File: config.mk
export PLATFORM = sky130hd
export DESIGN_NAME = seq_fsm
export DESIGN_NICKNAME = d
export VERILOG_FILES = /design/src/rtl/seq_fsm.sv
export SDC_FILE = /design/constraint.sdc
export NUM_CORES = 1
export LEC_CHECK = 0
export ABC_AREA = 0
export ABC_CLOCK_PERIOD_IN_PS = 4310
export CAP_MARGIN = 15
export CORE_MARGIN = 8
export CORE_UTILIZATION = 45
export CTS_BUF_LIST = sky130_fd_sc_hd__clkbuf_4
export DETAILED_ROUTE_END_ITERATION = 7
export GPL_TIMING_DRIVEN = 0
export PLACE_DENSITY = 0.71
export RECOVER_POWER = 100
export SLEW_MARGIN = 20
export SYNTH_ARGS = -nofsm -noshare
export SYNTH_HDL_FRONTEND = slang
export SYNTH_SLANG_ARGS = --single-unit
File: constraint.sdc
create_clock -name clk -period 4.31 [get_ports clk]
set_input_delay 0.6465 -clock clk [delete_from_list [all_inputs] [get_ports clk]]
set_output_delay 0.6465 -clock clk [all_outputs]
set_load 0.01 [all_outputs]
File: src/rtl/seq_fsm.sv
`default_nettype none
// ============================================================================
// Module   : seq_fsm
// Brief    : Note-sequencer control FSM. Plays a writable table of frequency
//            control words forward/backward with pause and in-place editing.
// Revision : 1.0 - initial release
// ============================================================================
module seq_fsm #(
    parameter int CYCLES_PER_NOTE = 125_000_000,
    parameter int NUM_NOTES       = 8,
    parameter int FCW_WIDTH       = 24,
    parameter int BASE_FCW        = 67934,
    parameter int NOTE_STEP       = 1000,
    parameter int EDIT_STEP       = 1000
) (
    input  logic                 clk,
    input  logic                 rst_n,
    input  logic [3:0]           buttons,
    input  logic                 loop_en,
    output logic [FCW_WIDTH-1:0] fcw,
    output logic [NUM_NOTES-1:0] leds,
    output logic [1:0]           leds_state
);

    localparam int IW = $clog2(NUM_NOTES);
    localparam int TW = $clog2(CYCLES_PER_NOTE);
    localparam int SW = FCW_WIDTH + 32;

    localparam logic [IW-1:0] c_last_idx  = IW'(NUM_NOTES - 1);
    localparam logic [TW-1:0] c_last_tick = TW'(CYCLES_PER_NOTE - 1);
    localparam logic [SW-1:0] c_edit_step = SW'(EDIT_STEP);
    localparam logic [SW-1:0] c_fcw_max   = {{32{1'b0}}, {FCW_WIDTH{1'b1}}};

    typedef enum logic [1:0] {
        ST_PLAY    = 2'b00,
        ST_REVERSE = 2'b01,
        ST_PAUSE   = 2'b10,
        ST_EDIT    = 2'b11
    } state_t;

    state_t               state_q, state_d;
    logic                 dir_rev_q, dir_rev_d;
    logic [IW-1:0]        idx_q, idx_d;
    logic [TW-1:0]        timer_q, timer_d;
    logic [FCW_WIDTH-1:0] note_q [NUM_NOTES];
    logic [FCW_WIDTH-1:0] note_d [NUM_NOTES];
    logic [FCW_WIDTH-1:0] fcw_q, fcw_d;
    logic [NUM_NOTES-1:0] leds_q, leds_d;

    logic                 w_b_edit, w_b_up, w_b_down, w_b_next;
    logic [SW-1:0]        w_cur, w_sum, w_diff;

    // Only the highest-priority pressed button survives decoding.
    always_comb begin
        w_b_edit = buttons[2];
        w_b_up   = buttons[0] & ~buttons[2];
        w_b_down = buttons[1] & ~buttons[0] & ~buttons[2];
        w_b_next = buttons[3] & ~(|buttons[2:0]);
        w_cur    = SW'(note_q[idx_q]);
        w_sum    = w_cur + c_edit_step;
        w_diff   = w_cur - c_edit_step;
    end

    always_comb begin
        state_d   = state_q;
        dir_rev_d = dir_rev_q;
        idx_d     = idx_q;
        timer_d   = timer_q;
        note_d    = note_q;

        case (state_q)
            ST_PLAY, ST_REVERSE: begin
                if (w_b_edit) begin
                    state_d = ST_EDIT;
                end else if (w_b_up) begin
                    state_d = ST_PAUSE;
                end else if (w_b_down) begin
                    state_d = (state_q == ST_PLAY) ? ST_REVERSE : ST_PLAY;
                end else if (timer_q == c_last_tick) begin
                    timer_d = '0;
                    if (state_q == ST_PLAY) begin
                        if (idx_q != c_last_idx) idx_d = idx_q + IW'(1);
                        else if (loop_en)        idx_d = '0;
                        else                     state_d = ST_PAUSE;
                    end else begin
                        if (idx_q != '0)         idx_d = idx_q - IW'(1);
                        else if (loop_en)        idx_d = c_last_idx;
                        else                     state_d = ST_PAUSE;
                    end
                end else begin
                    timer_d = timer_q + TW'(1);
                end
            end
            ST_PAUSE: begin
                if (w_b_edit)    state_d = ST_EDIT;
                else if (w_b_up) state_d = dir_rev_q ? ST_REVERSE : ST_PLAY;
            end
            default: begin
                if (w_b_edit) begin
                    state_d = ST_PLAY;
                end else if (w_b_up) begin
                    note_d[idx_q] = (w_sum > c_fcw_max) ? c_fcw_max[FCW_WIDTH-1:0]
                                                        : w_sum[FCW_WIDTH-1:0];
                end else if (w_b_down) begin
                    note_d[idx_q] = (w_cur < c_edit_step) ? '0 : w_diff[FCW_WIDTH-1:0];
                end else if (w_b_next) begin
                    idx_d = (idx_q == c_last_idx) ? '0 : idx_q + IW'(1);
                end
            end
        endcase

        // Any state change restarts the note period and latches playback direction.
        if (state_d != state_q) begin
            timer_d = '0;
            if (state_d == ST_PLAY)    dir_rev_d = 1'b0;
            if (state_d == ST_REVERSE) dir_rev_d = 1'b1;
        end

        fcw_d  = (state_q == ST_PAUSE) ? '0 : note_q[idx_q];
        leds_d = NUM_NOTES'(1) << idx_d;
    end

    always_ff @(posedge clk) begin
        if (!rst_n) begin
            state_q   <= ST_PLAY;
            dir_rev_q <= 1'b0;
            idx_q     <= '0;
            timer_q   <= '0;
            fcw_q     <= '0;
            leds_q    <= NUM_NOTES'(1);
            for (int i = 0; i < NUM_NOTES; i++) begin
                note_q[i] <= FCW_WIDTH'(BASE_FCW + i * NOTE_STEP);
            end
        end else begin
            state_q   <= state_d;
            dir_rev_q <= dir_rev_d;
            idx_q     <= idx_d;
            timer_q   <= timer_d;
            fcw_q     <= fcw_d;
            leds_q    <= leds_d;
            note_q    <= note_d;
        end
    end

    assign fcw        = fcw_q;
    assign leds       = leds_q;
    assign leds_state = state_q;

endmodule
`default_nettype wire

==> summary.md <==
| Metric | Value |
|---|---|
| Status | complete, no violations |
| Register bit total from synthesis | 257 |
| Largest net degree at the start of global routing | 12 |
| Cell Int Power | 3.73 mW |
| Worst-Skew Late Latency | 700 ps |
| Clock share of power | 43.3% |
| Clock sink count | 257 |
| Die Area | 33200 um2 |
| GRT Total Usage | 25.6% |
| Pwr Total | 5.09 mW |
| Leakage | 5.26 nW |
| Maximum vdd ir drop | 0.000144 V |
| NetSw | 1.36 mW |
| 1st-iter DRT viols | 1500 |
| Power share of the combinational group | 9.5% |
| DRT Pass-1 Iters | 7 |
| Final Setup Violations | 0 |
| First-pass GRT wire length | 65.5 mm |
| Width of the die | 182 um |
| Post-route DRC | 0 |
| Max Used Layer | met4 |
| Worst endpoint required time | 4810 ps |
| Hold buffers post-CTS | 0 |
| Startpoint class of the critical path | flip-flop |
| CP endpoint kind | flip-flop |
| Total number of yosys warnings | 0 |
| CP delay by family, top | buffers and inverters |
| Number of H-tree levels | 3 |
| WL met3 | 5.08 mm |
| Worst Setup Slack, final | 89.7 ps |
| PwrDens | 351 nW/um2 |
| Final Slew Violations | 0 |
| Crit path cell chain | buf_6, buf_6, buf_6, buf_4, mux4_2, mux2i_4, nand2_1, nor4_4, nand4_1, buf_4, clkbuf_2, nor2_1, o311ai_0 |
| Die height | 182 um |
| Dpl hpwl | 31.3 mm |
| Final core occ | 52.7% |
| Worst-path maximum fanout | 10 |
| Syn_nets | 1476 |
| Post-Syn Instances | 1461 |
| WP data arrival | 4730 ps |
| Minimum clock period | 4220 ps |
| Clock buffer count from CTS | 71 |
| CP Buf/Inv Count | 6 |
| Critical path type | reg2reg |
| Root buffer cell | clkbuf_4 |
| Routability cong. | 0.981 |
| Largest stage delay on the critical path | 660 ps |
| Initial Utilization | 45.2% |
| Least-Margin Pin Slew | 1310 ps |
| Commonest non-fill, non-tap cells in the layout | 342 x nand2_1, 257 x dfxtp_1, 115 x a21oi_1 |
| Fin nets | 1604 |
| Post-route clock period utilization | 97.9% |
| Fill cells | 2548 |
| Row cnt | 61 |
| Commonest non-fill, non-tap cell in the layout | nand2_1 |
| Critical path's slowest cell | nor2_1 |
| Area Overhead vs Synth | 16.6% |
| Mapped Avg Cell Area | 8.51 um2 |
| Cell area after synthesis | 12400 um2 |
| Number of antenna-violating nets in the routed design | 0 |
| Clk pin slew, worst setup/hold paths | 60 ps |
| Final hold violations | 0 |
| Place WS | -893 ps |
| Vias in the first global route | 11507 |
| Ports | 41 |
| Distinct cells, synth | 83 |
| Post-synthesis sequential area ratio | 41.4% |
| Net Sw Frac | 26.7% |
| WL/cell | 22.1 um |
| Met2 WL | 19.1 mm |
| Inst Count DP | 1848 |
| Non-filler cells, final | 1975 |
| Hold WS | 454 ps |
| Layout cells sized above 1 | 16.3% |
| Max frequency | 0.237 GHz |
| Remaining Overflow, GRT | 0 |
| Max_slew headroom | 11.9% |
| Port Buf Inserts | 39 |
| Core Area | 27500 um2 |
| Seq pwr share | 47.3% |
| Via Count | 12115 |
| Max Cap Violations | 0 |
| CTS tree | done |
| Layout Skew | 59.8 ps |
| Dominant synthesized flop cell | dfxtp_1 |
| CTS Buffer Depth | 3 |
| Met1 wire length | 17.5 mm |
| Tightest Hold Check Type | reg2reg |
| Post-synth EDFFs | 0 |
| Initial antenna violation count | 1 |
| Cell mode on critical path | buf_6 |
| Vias per inst | 6.13 |
| Share of synthesized flip-flops with an asynchronous set or reset | 0% |
| Total wire length | 43.7 mm |
==> kinds of logic after synthesis <==
logic type                 Yosys count  share of synthesized area [%]
AOI/OAI and AO/OA                  334                           17.5
xor gates and xnor gates            44                           3.10
adders and majority gates            8                          0.805
buffers and inverters              118                           4.59
DFF                                257                           41.4
muxes                               75                           9.87
and+or+nand+nor                    625                           22.8
==> cell type report <==
cell class                 instances  area, um2  share of cell area, %
antenna                            1       2.50                 0.0173
timing repair buffer              57        528                   3.64
tap                              346        433                   2.99
inverter                          13       48.8                  0.337
buffer                           103        528                   3.64
clock buffer                     100        751                   5.18
sequential                       257       5140                   35.5
clock inverter                    12        116                  0.803
multi-input combinational       1086       6940                   47.9
==> sequential cells by signal (all words and copies together) (netlist names) <==
register    flops
idx_q           3
note_q        192
leds_state      2
leds            8
dir_rev_q       1
timer_q        27
fcw            24
==> worst reg2reg max path, stage by stage, from the launching register on <==
cell and delay (ps):
dfxtp_1 360, buf_6 230, buf_6 250, buf_6 220, buf_4 290, mux4_2 410, mux2i_4 280, nand2_1 140
nor4_4 410, nand4_1 140, buf_4 180, clkbuf_2 230, nor2_1 660, o311ai_0 250
==> per-layer routing <==
layer | up-vias | global-route usage [%]
met5 | - | 0
met2 | 713 | 39.6
li1 | 5495 | -
met1 | 5751 | 32.5
met3 | 156 | 6.78
met4 | 0 | 13.2
==> cells in the mapped netlist (7+ instances only) <==
cell	n	area, um2
buf_2	9	45.0
mux2i_1	21	210
a22oi_1	7	52.6
a211oi_1	11	82.6
o21ai_0	59	295
or3_1	7	43.8
xor2_1	22	193
dfxtp_1	257	5140
mux4_2	35	788
o32ai_1	16	140
and4_1	8	70.1
nand2_1	342	1280
nor3b_1	7	52.6
clkbuf_1	81	304
o22ai_1	9	56.3
ha_1	8	100
nand2b_1	8	50.1
nor4_1	7	43.8
nand4_1	13	81.3
o31ai_1	10	75.1
and3_1	15	93.8
nand3_1	50	250
nor2b_1	9	56.3
xnor2_1	22	193
nor3_1	24	120
a31oi_1	11	68.8
inv_1	11	41.3
and2_1	9	56.3
a21oi_1	119	596
nor2_1	100	375
mux2_2	16	180
o211ai_1	31	233
a311oi_1	10	87.6
==> power by group through the flow <==
stage	logic, mW	registers, mW	clock network [mW]
6_report	0.481	2.41	2.20
5_1_grt	0.506	2.41	2.35
4_1_cts	0.460	2.41	2.23
3_5_place_dp	0.445	2.46	0
3_3_place_gp	0.442	2.46	0
2_1_floorplan	0.273	2.46	0
==> worst paths after layout <==
check	slack (ps)	startpoint	to	cells after the start
max reg2reg	90	idx_q[2]	note_q[171]	13
max	90	idx_q[2]	note_q[171]	13
min	450	note_q[63]	note_q[63]	2
min reg2reg	450	note_q[63]	note_q[63]	2
==> stage by stage <==
step                area (um2)  TNS [ps]
CTS                      14300         0
global route             14500      -586
floorplan                12400         0
global placement         13300    -53940
finish                   14500         0
detailed placement       13300    -46630
==> what timing repair did <==
item,in CTS,in global routing
pin swaps,2,9
gates resized for setup,29,31
hold endpoints to repair,0,0
buffers inserted,2,14
endpoints found under the setup margin,171,205
Power figures use the tool's default switching activity.
